==> config.mk <==
export PLATFORM = sky130hd
export DESIGN_NAME = mem_responder
export DESIGN_NICKNAME = d
export VERILOG_FILES = /design/src/rtl/mem_pkg.sv /design/src/rtl/mem_wait_cnt.sv /design/src/rtl/mem_responder.sv
export SDC_FILE = /design/constraint.sdc
export NUM_CORES = 1
export LEC_CHECK = 0
export CAP_MARGIN = 20
export CORE_MARGIN = 10
export CORE_UTILIZATION = 40
export CTS_BUF_LIST = sky130_fd_sc_hd__clkbuf_16
export DETAILED_ROUTE_END_ITERATION = 10
export HOLD_SLACK_MARGIN = 0.03
export MAX_ROUTING_LAYER = met4
export PLACE_DENSITY = 0.79
export SYNTH_ARGS = -nofsm -noshare
export SYNTH_HDL_FRONTEND = slang
export SYNTH_SLANG_ARGS = --single-unit
==> constraint.sdc <==
create_clock -name Clk -period 2.1 [get_ports Clk]
set_clock_uncertainty 0.1 [all_clocks]
set_input_delay 0.42 -clock Clk [delete_from_list [all_inputs] [get_ports Clk]]
set_output_delay 0.42 -clock Clk [all_outputs]
set_load 0.01 [all_outputs]
==> src/rtl/mem_pkg.sv <==
// Shared types and constants for the LC-3 memory responder.
// The FSM state encoding and the wait-counter width helper live here.
package mem_pkg;

  typedef enum logic [2:0] {
    ST_IDLE,
    ST_RD,
    ST_WR_SETUP,
    ST_WR_PULSE,
    ST_WR_HOLD,
    ST_DONE
  } mem_state_t;

  localparam logic MEM_READ  = 1'b0;
  localparam logic MEM_WRITE = 1'b1;

  // Counter must hold the larger wait count; a zero-wait build still needs one bit.
  function automatic int cnt_width(input int read_wait, input int write_wait);
    int max_wait;
    int w;
    max_wait = (read_wait > write_wait) ? read_wait : write_wait;
    w = $clog2(max_wait + 1);
    return (w < 1) ? 1 : w;
  endfunction

endpackage

==> src/rtl/mem_wait_cnt.sv <==
// Loadable down-counter with a zero flag, used to time the SRAM strobe windows.
// Load wins over decrement; decrement saturates at zero.
module mem_wait_cnt #(
  parameter int WIDTH = 2
) (
  input  logic             clk,
  input  logic             rst_n,
  input  logic             load,
  input  logic [WIDTH-1:0] load_val,
  input  logic             dec,
  output logic             zero
);

  logic [WIDTH-1:0] cnt;

  // NOTE: sequential state uses non-blocking (<=) so every flop samples pre-edge values.
  always_ff @(posedge clk or negedge rst_n) begin
    if (!rst_n) begin
      cnt <= '0;
    end else if (load) begin
      cnt <= load_val;
    end else if (dec && (cnt != '0)) begin
      cnt <= cnt - 1'b1;
    end
  end

  assign zero = (cnt == '0);

endmodule

==> src/rtl/mem_responder.sv <==
// Memory-side responder for the LC-3 MAR/MDR interface: sequences async SRAM
// strobes with fixed wait states and returns read data with a one-cycle Ready.
module mem_responder
  import mem_pkg::*;
#(
  parameter int ADDR_W     = 16,
  parameter int DATA_W     = 16,
  parameter int READ_WAIT  = 2,
  parameter int WRITE_WAIT = 2
) (
  input  logic              Clk,
  input  logic              Reset_n,
  input  logic              MEM_EN,
  input  logic              R_W,
  input  logic [ADDR_W-1:0] MAR,
  input  logic [DATA_W-1:0] MDR_in,
  output logic [DATA_W-1:0] Mem_data_out,
  output logic              Ready,
  output logic              Busy,
  output logic [ADDR_W-1:0] SRAM_ADDR,
  output logic [DATA_W-1:0] SRAM_DQ_out,
  output logic              SRAM_DQ_oe,
  input  logic [DATA_W-1:0] SRAM_DQ_in,
  output logic              SRAM_CE_N,
  output logic              SRAM_OE_N,
  output logic              SRAM_WE_N
);

  localparam int               CNT_W    = cnt_width(READ_WAIT, WRITE_WAIT);
  localparam logic [CNT_W-1:0] RD_LOAD  = CNT_W'(READ_WAIT);
  localparam logic [CNT_W-1:0] WR_LOAD  = CNT_W'(WRITE_WAIT);

  mem_state_t        state;
  mem_state_t        state_next;
  logic              cnt_load;
  logic [CNT_W-1:0]  cnt_val;
  logic              cnt_dec;
  logic              cnt_zero;
  logic              accept;
  logic              capture;
  logic [ADDR_W-1:0] addr_q;
  logic [DATA_W-1:0] wdata_q;

  mem_wait_cnt #(
    .WIDTH(CNT_W)
  ) u_wait_cnt (
    .clk     (Clk),
    .rst_n   (Reset_n),
    .load    (cnt_load),
    .load_val(cnt_val),
    .dec     (cnt_dec),
    .zero    (cnt_zero)
  );

  always_ff @(posedge Clk or negedge Reset_n) begin
    if (!Reset_n) begin
      state <= ST_IDLE;
    end else begin
      state <= state_next;
    end
  end

  // NOTE: every signal driven here gets a default first, so no path can infer a latch.
  always_comb begin
    state_next = state;
    cnt_load   = 1'b0;
    cnt_val    = RD_LOAD;
    cnt_dec    = 1'b0;
    accept     = 1'b0;
    capture    = 1'b0;
    unique case (state)
      ST_IDLE: begin
        if (MEM_EN) begin
          accept = 1'b1;
          if (R_W == MEM_READ) begin
            cnt_load   = 1'b1;
            cnt_val    = RD_LOAD;
            state_next = ST_RD;
          end else begin
            state_next = ST_WR_SETUP;
          end
        end
      end
      ST_RD: begin
        if (cnt_zero) begin
          capture    = 1'b1;
          state_next = ST_DONE;
        end else begin
          cnt_dec = 1'b1;
        end
      end
      ST_WR_SETUP: begin
        cnt_load   = 1'b1;
        cnt_val    = WR_LOAD;
        state_next = ST_WR_PULSE;
      end
      ST_WR_PULSE: begin
        if (cnt_zero) begin
          state_next = ST_WR_HOLD;
        end else begin
          cnt_dec = 1'b1;
        end
      end
      ST_WR_HOLD: state_next = ST_DONE;
      ST_DONE:    state_next = ST_IDLE;
      default:    state_next = ST_IDLE;
    endcase
  end

  // Request fields are frozen at acceptance; later CPU-side changes are ignored.
  always_ff @(posedge Clk or negedge Reset_n) begin
    if (!Reset_n) begin
      addr_q  <= '0;
      wdata_q <= '0;
    end else if (accept) begin
      addr_q  <= MAR;
      wdata_q <= MDR_in;
    end
  end

  always_ff @(posedge Clk or negedge Reset_n) begin
    if (!Reset_n) begin
      Mem_data_out <= '0;
    end else if (capture) begin
      Mem_data_out <= SRAM_DQ_in;
    end
  end

  // Strobes are decoded from the state register only, so reset clears them at once.
  always_comb begin
    SRAM_CE_N  = 1'b1;
    SRAM_OE_N  = 1'b1;
    SRAM_WE_N  = 1'b1;
    SRAM_DQ_oe = 1'b0;
    Ready      = 1'b0;
    Busy       = (state != ST_IDLE);
    unique case (state)
      ST_RD: begin
        SRAM_CE_N = 1'b0;
        SRAM_OE_N = 1'b0;
      end
      ST_WR_SETUP, ST_WR_HOLD: begin
        SRAM_CE_N  = 1'b0;
        SRAM_DQ_oe = 1'b1;
      end
      ST_WR_PULSE: begin
        SRAM_CE_N  = 1'b0;
        SRAM_DQ_oe = 1'b1;
        SRAM_WE_N  = 1'b0;
      end
      ST_DONE: Ready = 1'b1;
      default: ;
    endcase
  end

  assign SRAM_ADDR   = addr_q;
  assign SRAM_DQ_out = wdata_q;

endmodule

==> impl_results.md <==
- Run status: complete, no violations
- Antenna viol nets, final: 0
- Most common cell after layout, fill and taps aside: clkdlybuf4s50_1
- VDD IR max: 0.000774 V
- Area Overhead vs Synth: 57.5%
- Residual DRC count: 0
- Crit-path max FO: 7
- Sequential area share after synthesis: 0.600
- Yosys Warn Count: 0
- Initial antenna violation count: 0
- Routed vias: ~1500
- Initial core utilization: 0.406
- Worst hold margin: 0.0215 ns
- Leading cell types in the layout, fill and taps excluded: clkdlybuf4s50_1 (98), dfrtp_1 (52), mux2_2 (37), mux2_4 (10), inv_1 (6)
- Number of synthesized register bits: 53
- First-pass GRT wire length: between 8 and 9 mm
- Setup repair bufs after CTS: 0
- Insertion delay of the later-clocked pin in the worst-skew pair: 0.28 ns
- CP arrival: approximately 1.5 ns
- CP Launch Type: flip-flop
- Largest net degree at the start of global routing: between 50 and 60
- CTS root buffer: clkbuf_16
- RSZ-0062 raised after global routing: no
- Sink Count: 53
- Slew at the pin with the worst max-slew slack: 0.284 ns
- Total power: around 0.0053 W
- Vias in the first global route: between 1500 and 2000
- Setup violations, final: 0
- Avg Cell Area, Syn: ~16 um^2
- Fin crit period: 2.01 ns
- Cell Area, Synth: 2210 um^2
- Final hold viol count: 0
- Final Wtd Congestion: 0.732
- Post-DP HPWL: 4.19 mm
- Fraction of layout cells with a size suffix above 1: 0.260
- Die Y: ~94 um
- Syn Nets: 195
- Synthesized instance count: between 100 and 150
- Top FF cell, synth: dfrtp_1
- WL per Instance: about 17 um
- Setup CP Type: reg -> out
- Fin. max-slew vios: 0
- Num CTS Buffers: 5
- Crit. End Element: output pin
- Pre-CTS setup slack: approximately 0.14 ns
- EDFF count, synth: 0
- Final nets: about 300
- Setup ws final: 0.0853 ns
- Total gr overflow: 0
- Slew HR: 0.811
- Tot GR Track Use: 0.124
- Final period utilization: 0.959
- Core Area: ~5400 um^2
- Ports: 106
- Die area: 8900 um^2
- Die Wd: roughly 94 um
- Initial DRC count: 48
- Row count: 27
- Max Clk Rate: 496 MHz
- H-Tree Level Count: 2
- TritonCTS clock tree: done
- Clock Path Buffers: 2
- Critical Path RT: around 1.6 ns
- Via density: around 4.7
- # port buffers: around 110
- Placed Instance Area: around 3300 um^2
- Diodes inserted: 0
- Pre-antenna DRT Iters: 4
- Netlist cell types: 25
- Setup tns final: 0 ns
- Fin area: between 3000 and 4000 um^2
- Leakage: 1.48 nW
- Tightest Hold Check Type: in -> async
- Fraction of registers with async set or reset after synthesis: 1.00
- Post-Route WL: around 5.4 mm
- Max Cap Viol: 0
- CTS clock-pin slew for the worst setup and hold paths: 0.06 ns
- PD cells: 1520 nW/um^2
## worst paths after layout
path	cells after the start	to	startpoint	slack, ns
min in group Clk	1	SRAM_ADDR[1]	SRAM_ADDR[1]	0.39
hold reg to reg	1	SRAM_ADDR[1]	SRAM_ADDR[1]	0.39
max in group asynchronous	2	state[0]	Reset_n	1.63
hold / removal	2	SRAM_ADDR[12]	Reset_n	0.02
setup / recovery	4	SRAM_CE_N	state[1]	0.09
setup reg to reg	5	SRAM_ADDR[13]	state[1]	0.24
## kinds of logic (layout without fill, tap and decap cells)
kind of cell | after synthesis | count (layout) | synth area share
compound gates | 10 | 10 | 0.0317
fa+ha+maj | 1 | 1 | 0.00566
buf+inv | 15 | 123 | 0.0555
flops | 53 | 53 | 0.600
mux | 49 | 49 | 0.267
simple gates | 14 | 14 | 0.0402
## synthesized netlist by cell type (2+ instances only)
cell / n / area (um^2)
dfrtp_1: 53 / 1330
mux2_2: 37 / 417
mux2_4: 10 / 150
inv_1: 6 / 22.5
nor2_1: 6 / 22.5
buf_6: 5 / 56.3
a21oi_1: 4 / 20.0
a22o_1: 2 / 17.5
a2bb2oi_1: 2 / 17.5
mux2_1: 2 / 22.5
## sequential cells by signal, indices dropped and copies added, names as in the netlist
register        count
Mem_data_out       16
SRAM_ADDR          16
SRAM_DQ_out        16
state               3
u_wait_cnt.cnt      2
## cell type report
type,count,area [um^2]
Multi-Input combinational cell,74,763
Inverter,6,22.5
Fill cell,439,1960
Timing Repair Buffer,110,1120
Clock inverter,2,35.0
Clock buffer,5,125
Tap cell,72,90.1
Sequential cell,53,1330
## where the power goes
| part | switching [W] | leakage, nW | internal, W |
|---|---|---|---|
| registers | 0.000277 | 0.629 | 0.00154 |
| clock network | 0.000334 | 0.0797 | 0.000553 |
| logic | 0.000945 | 0.767 | 0.00164 |
| total | 0.00156 | 1.48 | 0.00374 |
## worst max-delay path: stages (launching register included)
cell	delay (ns)
dfrtp_1	0.41
buf_4	0.18
nor3b_4	0.25
nor2_1	0.08
dlygate4sd2_1	0.29
## repair_timing
action / CTS / global route
cloned: 0 / 0
endpoints found under the setup margin: 5 / 1
hold buffers: 0 / 0
resized for setup: 7 / 1
## stage by stage
step,utilization,instances
2_1_floorplan,-,142
3_3_place_gp,0.611,315
3_5_place_dp,0.611,315
4_1_cts,0.640,322
5_1_grt,0.640,322
6_report,0.640,322
## metal layers
metal | global-route usage | wire [um] | vias up
met2 | 0.196 | 2660 | 57
met3 | 0.0336 | 450 | 3
li1 | - | - | 704
met4 | 0.0304 | 27 | 0
met1 | 0.154 | 2250 | 734
met5 | - | 0 | -
Note: power is estimated with default switching activity, not from simulation.
